### src/rtl/adder_tree_seq.sv
// adder_tree_seq
// Bit-serial sequencer for the banked adder tree. For each job it issues one
// bit-plane index per cycle, tracks each issue through a TREE_LAT-deep delay
// line so the returning tree sum is matched to its plane, and shift-accumulates
// the sums (LSB plane first) into a two's-complement result.
//
// Ports:
//   clk, rst_n   clock, asynchronous active-low reset
//   start        job request, only honoured in IDLE
//   cfg_nbits    plane count (0 or > MAX_BITS means MAX_BITS), latched on start
//   cfg_signed   last plane carries negative weight, latched on start
//   abort        synchronous cancel from any state
//   tree_sum     unsigned adder tree output, valid TREE_LAT cycles after issue
//   issue_vld    plane read enable to the banks
//   issue_idx    plane index to the banks
//   busy         high whenever a job is in flight (state != IDLE)
//   result_vld   one-cycle pulse when result holds a fresh job sum
//   result       accumulated signed result, held between jobs
module adder_tree_seq #(
  parameter int SUM_W    = 12,
  parameter int MAX_BITS = 8,
  parameter int IDX_W    = 3,
  parameter int TREE_LAT = 2,
  parameter int ACC_W    = 20
) (
  input  logic             clk,
  input  logic             rst_n,
  input  logic             start,
  input  logic [IDX_W:0]   cfg_nbits,
  input  logic             cfg_signed,
  input  logic             abort,
  input  logic [SUM_W-1:0] tree_sum,
  output logic             issue_vld,
  output logic [IDX_W-1:0] issue_idx,
  output logic             busy,
  output logic             result_vld,
  output logic [ACC_W-1:0] result
);

  typedef enum logic [1:0] {IDLE, ISSUE, DRAIN, DONE} state_t;

  state_t state_q, state_d;

  logic [IDX_W:0]   nbits_q;
  logic             signed_q;
  logic [IDX_W-1:0] idx_q;
  logic [ACC_W-1:0] acc_q;
  logic [ACC_W-1:0] result_q;

  // Delay line entries: stage TREE_LAT-1 is the entry whose sum is on
  // tree_sum this cycle.
  logic [TREE_LAT-1:0] dl_vld;
  logic [TREE_LAT-1:0] dl_last;
  logic [IDX_W-1:0]    dl_idx [TREE_LAT];

  logic             accept;
  logic             issue_last;
  logic [IDX_W:0]   nbits_clamped;
  logic             emit_vld;
  logic             emit_last;
  logic [ACC_W-1:0] term;
  logic [ACC_W-1:0] acc_next;

  assign accept     = (state_q == IDLE) && start && !abort;
  assign issue_last = (state_q == ISSUE) && ({1'b0, idx_q} == (nbits_q - 1'b1));

  assign nbits_clamped = ((cfg_nbits == '0) || (cfg_nbits > (IDX_W+1)'(MAX_BITS)))
                         ? (IDX_W+1)'(MAX_BITS) : cfg_nbits;

  assign emit_vld  = dl_vld[TREE_LAT-1];
  assign emit_last = dl_last[TREE_LAT-1];

  // The tree sum is a magnitude: zero-extend, then weight by its plane. In
  // signed mode the top plane is the sign plane and is subtracted.
  assign term     = ACC_W'(tree_sum) << dl_idx[TREE_LAT-1];
  assign acc_next = (signed_q && emit_last) ? (acc_q - term) : (acc_q + term);

  // Next-state logic; abort overrides every transition.
  always_comb begin
    state_d = state_q;
    case (state_q)
      IDLE:    if (start)                 state_d = ISSUE;
      ISSUE:   if (issue_last)            state_d = DRAIN;
      DRAIN:   if (emit_vld && emit_last) state_d = DONE;
      DONE:                               state_d = IDLE;
      default:                            state_d = IDLE;
    endcase
    if (abort) state_d = IDLE;
  end

  always_ff @(posedge clk or negedge rst_n) begin
    if (!rst_n) state_q <= IDLE;
    else        state_q <= state_d;
  end

  // Job registers, delay line and accumulator. Abort flushes in-flight planes
  // and blocks any accumulation so result keeps its previous value.
  always_ff @(posedge clk or negedge rst_n) begin
    if (!rst_n) begin
      nbits_q  <= '0;
      signed_q <= 1'b0;
      idx_q    <= '0;
      acc_q    <= '0;
      result_q <= '0;
      dl_vld   <= '0;
      dl_last  <= '0;
      for (int i = 0; i < TREE_LAT; i++) dl_idx[i] <= '0;
    end else if (abort) begin
      idx_q   <= '0;
      dl_vld  <= '0;
      dl_last <= '0;
    end else begin
      dl_vld[0]  <= (state_q == ISSUE);
      dl_last[0] <= issue_last;
      dl_idx[0]  <= idx_q;
      for (int i = 1; i < TREE_LAT; i++) begin
        dl_vld[i]  <= dl_vld[i-1];
        dl_last[i] <= dl_last[i-1];
        dl_idx[i]  <= dl_idx[i-1];
      end

      if (emit_vld) begin
        acc_q <= acc_next;
        if (emit_last) result_q <= acc_next;
      end

      if (accept) begin
        nbits_q  <= nbits_clamped;
        signed_q <= cfg_signed;
        acc_q    <= '0;
        idx_q    <= '0;
      end else if (state_q == ISSUE) begin
        idx_q <= issue_last ? '0 : idx_q + 1'b1;
      end
    end
  end

  assign issue_vld  = (state_q == ISSUE);
  assign issue_idx  = idx_q;
  assign busy       = (state_q != IDLE);
  assign result_vld = (state_q == DONE);
  assign result     = result_q;

endmodule

### config.mk
export PLATFORM = sky130hd
export DESIGN_NAME = adder_tree_seq
export DESIGN_NICKNAME = d
export VERILOG_FILES = /design/src/rtl/adder_tree_seq.sv
export SDC_FILE = /design/constraint.sdc
export NUM_CORES = 1
export LEC_CHECK = 0
export BUFFER_PORTS_ARGS = -buffer_cell sky130_fd_sc_hd__buf_2
export CELL_PAD_IN_SITES_DETAIL_PLACEMENT = 0
export CELL_PAD_IN_SITES_GLOBAL_PLACEMENT = 2
export CORE_ASPECT_RATIO = 1.5
export CORE_UTILIZATION = 36
export DETAILED_ROUTE_END_ITERATION = 7
export HOLD_SLACK_MARGIN = 0.02
export PLACE_DENSITY = 0.85
export SETUP_SLACK_MARGIN = 0.5
export SYNTH_ARGS = -nofsm -noshare
export SYNTH_HDL_FRONTEND = slang
export SYNTH_SLANG_ARGS = --single-unit
### constraint.sdc
create_clock -name clk -period 4.9 [get_ports clk]
set_input_delay 0.245 -clock clk [delete_from_list [all_inputs] [get_ports clk]]
set_output_delay 0.245 -clock clk [all_outputs]
set_load 0.005 [all_outputs]
Word-level counts from Yosys, hierarchy flattened
Cells that the tools add are included.

storage, ports and cells
  register bits = 60
  input port bits = 21
  output and inout bits = 26

operators by class
  add/subtract/negate cells = 4
  magnitude comparators = 1
  equality and inequality tests = 7
  shift operators = 1
  muxes and demuxes = 15
  bitwise gates (word level) = 1
  reduce and logical (&&, ||, !) cells = 16

operators with widths
  operator                                                                 count
  20-bit two-way mux                                                       3
  20-bit adder                                                             1
  12-bit by 3-bit << shifter with 20-bit output                            1
  20-bit subtractor                                                        1
  2-bit two-way mux                                                        6
  3-bit two-way mux                                                        4
  2-bit case mux with 4 select lines                                       1
  3-bit inequality test, second input constant                             2
  3-bit AND reduction                                                      2
  1-bit logical AND                                                        5
  2-bit equality test, second input constant                               2
  3-bit by 4-bit equality test with 1-bit output                           1
  4-bit greater-than comparator, second input constant                     1
  4-bit zero test                                                          1
  4-bit two-way mux                                                        1
  2-bit AND reduction                                                      2
  2-bit nonzero test                                                       2
  4-bit by 1-bit subtractor with 4-bit output, second input constant       1
  3-bit by 1-bit adder with 3-bit output, second input constant            1
  3-bit by 2-bit inequality test with 1-bit output, second input constant  1
  3-bit nonzero test                                                       1
  2-bit by 1-bit equality test with 1-bit output, second input constant    1
  2-bit zero test                                                          1
  1-bit zero test                                                          1
  2 further kinds                                                          2

Longest topological paths before layout
  depth after elaboration = 7
  gate-level depth with buffers = 20

Worst setup path before layout
OpenSTA, ideal clock, no wires.

  kind = register to register
  from = reg dl_idx[0] (netlist bit)
  to = reg result_q[17], in the netlist result[17]
  library setup time = 0.133 ns
  arrival time = 3.828 ns
  required time = 4.767 ns
  slack = 0.938 ns
  cell stages (with the launch flop) = 18
  path buffers = 3
  period minus slack after synthesis = 3.962 ns
  cells stage by stage = dfrtp_1 > buf_6 > clkbuf_1 > clkbuf_1 > mux2_2 > nor2_1 > a21oi_1 > mux2_2 > o21ai_0 > xor2_1 > ha_1 > and3_1 > a32o_1 > a2111o_1 > a21oi_1 > o21ai_0 > xnor2_1 > o21ai_0

between the ends
  longest elaborated chain between the ends = 3
  elaborated cells between the ends (all ways) = 4
  classes of those cells = add/sub (2); shift (1); mux (1)

ends and longest elaborated chain
  what                                                      RTL line  RTL
  start: declaration                                        54        logic [IDX_W-1:0] dl_idx [TREE_LAT];
  start signal: indexed assignment                          119       dl_idx[i] <= dl_idx[i-1];
  12-bit by 3-bit << shifter with 20-bit output (*)         75        assign term = ACC_W'(tree_sum) << dl_idx[TREE_LAT-1];
  20-bit adder / 20-bit subtractor (equally long branches)  76        assign acc_next = (signed_q && emit_last) ? (acc_q - term) : (acc_q + term);
  20-bit two-way mux (*)                                    76
  end signal: assignment                                    124       if (emit_last) result_q <= acc_next;
  end: declaration                                          48        logic [ACC_W-1:0] result_q;

Mark *: on every way between the ends. The rest lies on a longest branch, timed or not.
A chain may end at the register's enable or synchronous reset.

Final worst setup path
  from = reg dl_idx[0] (netlist bit)
  to = reg acc_q[17]

between the ends
  longest elaborated chain between the ends = 5
  elaborated cells between the ends (all ways) = 6
  classes of those cells = add/sub (2); shift (1); mux (3)

ends and longest elaborated chain
  what                                                      RTL line  RTL
  12-bit by 3-bit << shifter with 20-bit output (*)         75
  20-bit adder / 20-bit subtractor (equally long branches)  76
  20-bit two-way mux (*)                                    76
  20-bit two-way mux (*)                                    122       if (emit_vld) begin
  20-bit two-way mux (*)                                    127       if (accept) begin
  end signal: assignment                                    123       acc_q <= acc_next;
  end: declaration                                          47        logic [ACC_W-1:0] acc_q;

Mark *: on every way between the ends. The rest lies on a longest branch, timed or not. The select of a mux whose other input is x is not followed.

==> flow_summary.ini <==
[critical_path]
critPathCaptureType = register
crit_path_start_kind = register
path_class = reg2reg
worstPathRequired_ns = 5.08
arrival_ns = 4.44
critPathMaxFanout = 7

[floorplanning]
initial_utilization_pct = 37.1
die-height_um = 139
die_area_um2 = 12900
die_x_um = 93.1
rows = 49
ios = 47
coreArea_um2 = 12100

[clocking]
clockRootBuffer = clkbuf_16
cts_hold_buf = 0
htree_levels = 3
cts_buffer_depth = 2
clkSinkCount = 60
cts_made_buffers = 9
clkTransAtPathRegs_ns = 0.05
insertion_delay_ns = 0.33
cts_tree = done

[timing]
skew_ns = 0.00660
fin_crit_sh_pct = 86.8
rsz0062_at_grt = no
setup_viol = 0
worstMarginPinSlew_ns = 0.798
report.final.slew_viol_count = 0
fin_ws_ns = 0.648
relSlewSlack_pct = 46.8
fmax_ghz = 0.235
tns_ns = 0
period_needed_ns = 4.25
hold_viol = 0

[hold_path]
hold_class = in2async

[detailed_routing]
routedWlPerCell_um = 15.8
via_count = 3909
dr.pass1.iters = 4
drt.antenna.violating_nets = 0
vias_per_cell = 5.41
drc_errors = 0
drt_iter0_drc = 223
routed_wirelength_mm = 11.4

[cells_and_area]
antenna_cells = 0
syn_to_final_growth_pct = 15.5
stdcell_count = 723
drive_above_1_share_pct = 17.9
layout.nets = 613
final_cell_area_um2 = 5170

[grt]
grt_max_degree = 61
grt_overflow = 0
antenna_found_initial = 0
grt_use_total_pct = 19.1
grt_pass1_wl_mm = 19.6
first_global_vias = 4008

[synthesis]
synthArstFlopShare_pct = 100
synth_top_area_cell = dfrtp_1
syn_area_um2 = 4480
synth_ff_type = dfrtp_1
yosysSeqAreaShare_pct = 33.5
synth-seq-cells = 60
syn-num-nets = 575
synth_top_area_share_pct = 33.5
synth.most_common_cell = nand2_1
syn_avg_cell_area_um2 = 8.50
synthTopCellsByArea = dfrtp_1 34%, ha_1 7.3%, o21ai_0 6.4%
synth_edf_count = 0
synthCells = 527
yosys.cell_types.count = 57
ys_top_cells_by_count = 74 x nand2_1, 60 x dfrtp_1, 57 x o21ai_0, 36 x nor2_1, 32 x a21oi_1
ys_warn_count = 0

[pwr]
peakVddDrop_v = 0.000239
leakage_nw = 2.46
p_total_mw = 2.25
p_per_area_nw_per_um2 = 434

[placement]
dp.cells = 705
dp_hpwl_mm = 8.57
placed_cell_area_um2 = 4840
dpl_worst_slack_ns = 0.497
gp_congestion = 0.816
io_buffers = 46

[flow_run]
maxCapViolCount = 0

[run_status]
status = finished, final reports clean
==> layout by cell type (no fill, tap or decap), types with 7 or more instances in the layout <==
master and count:
nand2_1 74, dfrtp_1 59, o21ai_0 55, buf_2 46, nor2_1 36, a21oi_1 30, ha_1 23, xor2_1 19
xnor2_1 19, inv_1 16, mux2_2 15, mux2i_1 13, nor2b_1 12, nand3_1 12, nor3_1 10, nand2b_1 10
clkbuf_16 9, buf_4 7
==> metal layers <==
metal	vias up	track usage [%]	wire length, µm
li1	1951	-	-
met1	1883	22.7	4820
met2	61	34.4	6080
met3	14	3.13	303
met4	0	6.23	190
met5	-	0	0
==> per-stage QoR <==
stage | hold slack [ns] | util (%)
after floorplan | -0.0506 | -
after global placement | 0.455 | 40.0
after detailed placement | 0.454 | 40.0
after CTS | 0.118 | 42.4
after global routing | 0.156 | 42.8
final | 0.0635 | 42.8
==> final timing paths <==
| kind | cells past startpoint | to | slack (ns) | from |
|---|---|---|---|---|
| worst max-delay path | 15 | acc_q[17] | 0.65 | dl_idx[0] |
| worst min-delay path | 2 | nbits_q[0] | 0.06 | rst_n |
| worst max register to register | 15 | acc_q[17] | 0.65 | dl_idx[0] |
| worst min register to register | 1 | dl_last[1] | 0.46 | dl_last[0] |
| max in group asynchronous | 2 | dl_idx[0] | 4.28 | rst_n |
| min in group clk | 3 | signed_q | 0.14 | cfg_signed |
==> cell type report <==
type                            count  area (µm²)
Clock buffer                       12         256
Clock inverter                      4        23.8
Fill cell                        1229        6900
Inverter                           16        60.1
Multi-Input combinational cell    424        2840
Sequential cell                    60        1500
Tap cell                          153         191
Timing Repair Buffer               54         303
==> kinds of logic after synthesis <==
group | share of synthesized area [%]
XOR/XNOR | 7.43
flip-flops | 33.5
adder cells (fa/ha/maj) | 7.71
multiplexers | 8.18
AO/OA/AOI/OAI | 19.2
AND/OR/NAND/NOR | 20.2
buffers and inverters | 3.80
==> sequential cells by signal, indices dropped and copies added (netlist names) <==
| signal | cells |
|---|---|
| acc_q | 20 |
| result | 20 |
| dl_idx | 6 |
| nbits_q | 4 |
| issue_idx | 3 |
| dl_last | 2 |
| dl_vld | 2 |
| state_q | 2 |
| signed_q | 1 |
==> power breakdown <==
group | internal, mW | total (mW) | switching [mW]
clock network | 0.368 | 0.593 | 0.225
registers | 0.569 | 0.629 | 0.0599
logic | 0.437 | 1.03 | 0.588
total | 1.37 | 2.25 | 0.874
==> timing repair <==
item,in CTS,in global routing
setup endpoints to repair,1,13
resized for setup,1,12
pin swaps,0,2
buffers inserted,0,2
hold endpoints to repair,0,0
==> critical path: stages, from the launching register on <==
cell	delay [ns]
dfrtp_2	0.42
mux4_2	0.53
or2_4	0.27
or3_1	0.40
o21a_1	0.21
o31ai_1	0.28
xor2_1	0.35
ha_4	0.29
nand2_1	0.08
nor2_1	0.06
a32o_1	0.22
a2111o_1	0.43
a21oi_2	0.18
o21ai_0	0.12
xnor2_1	0.17
o21ai_0	0.09
(Power assumes the default switching activity.)
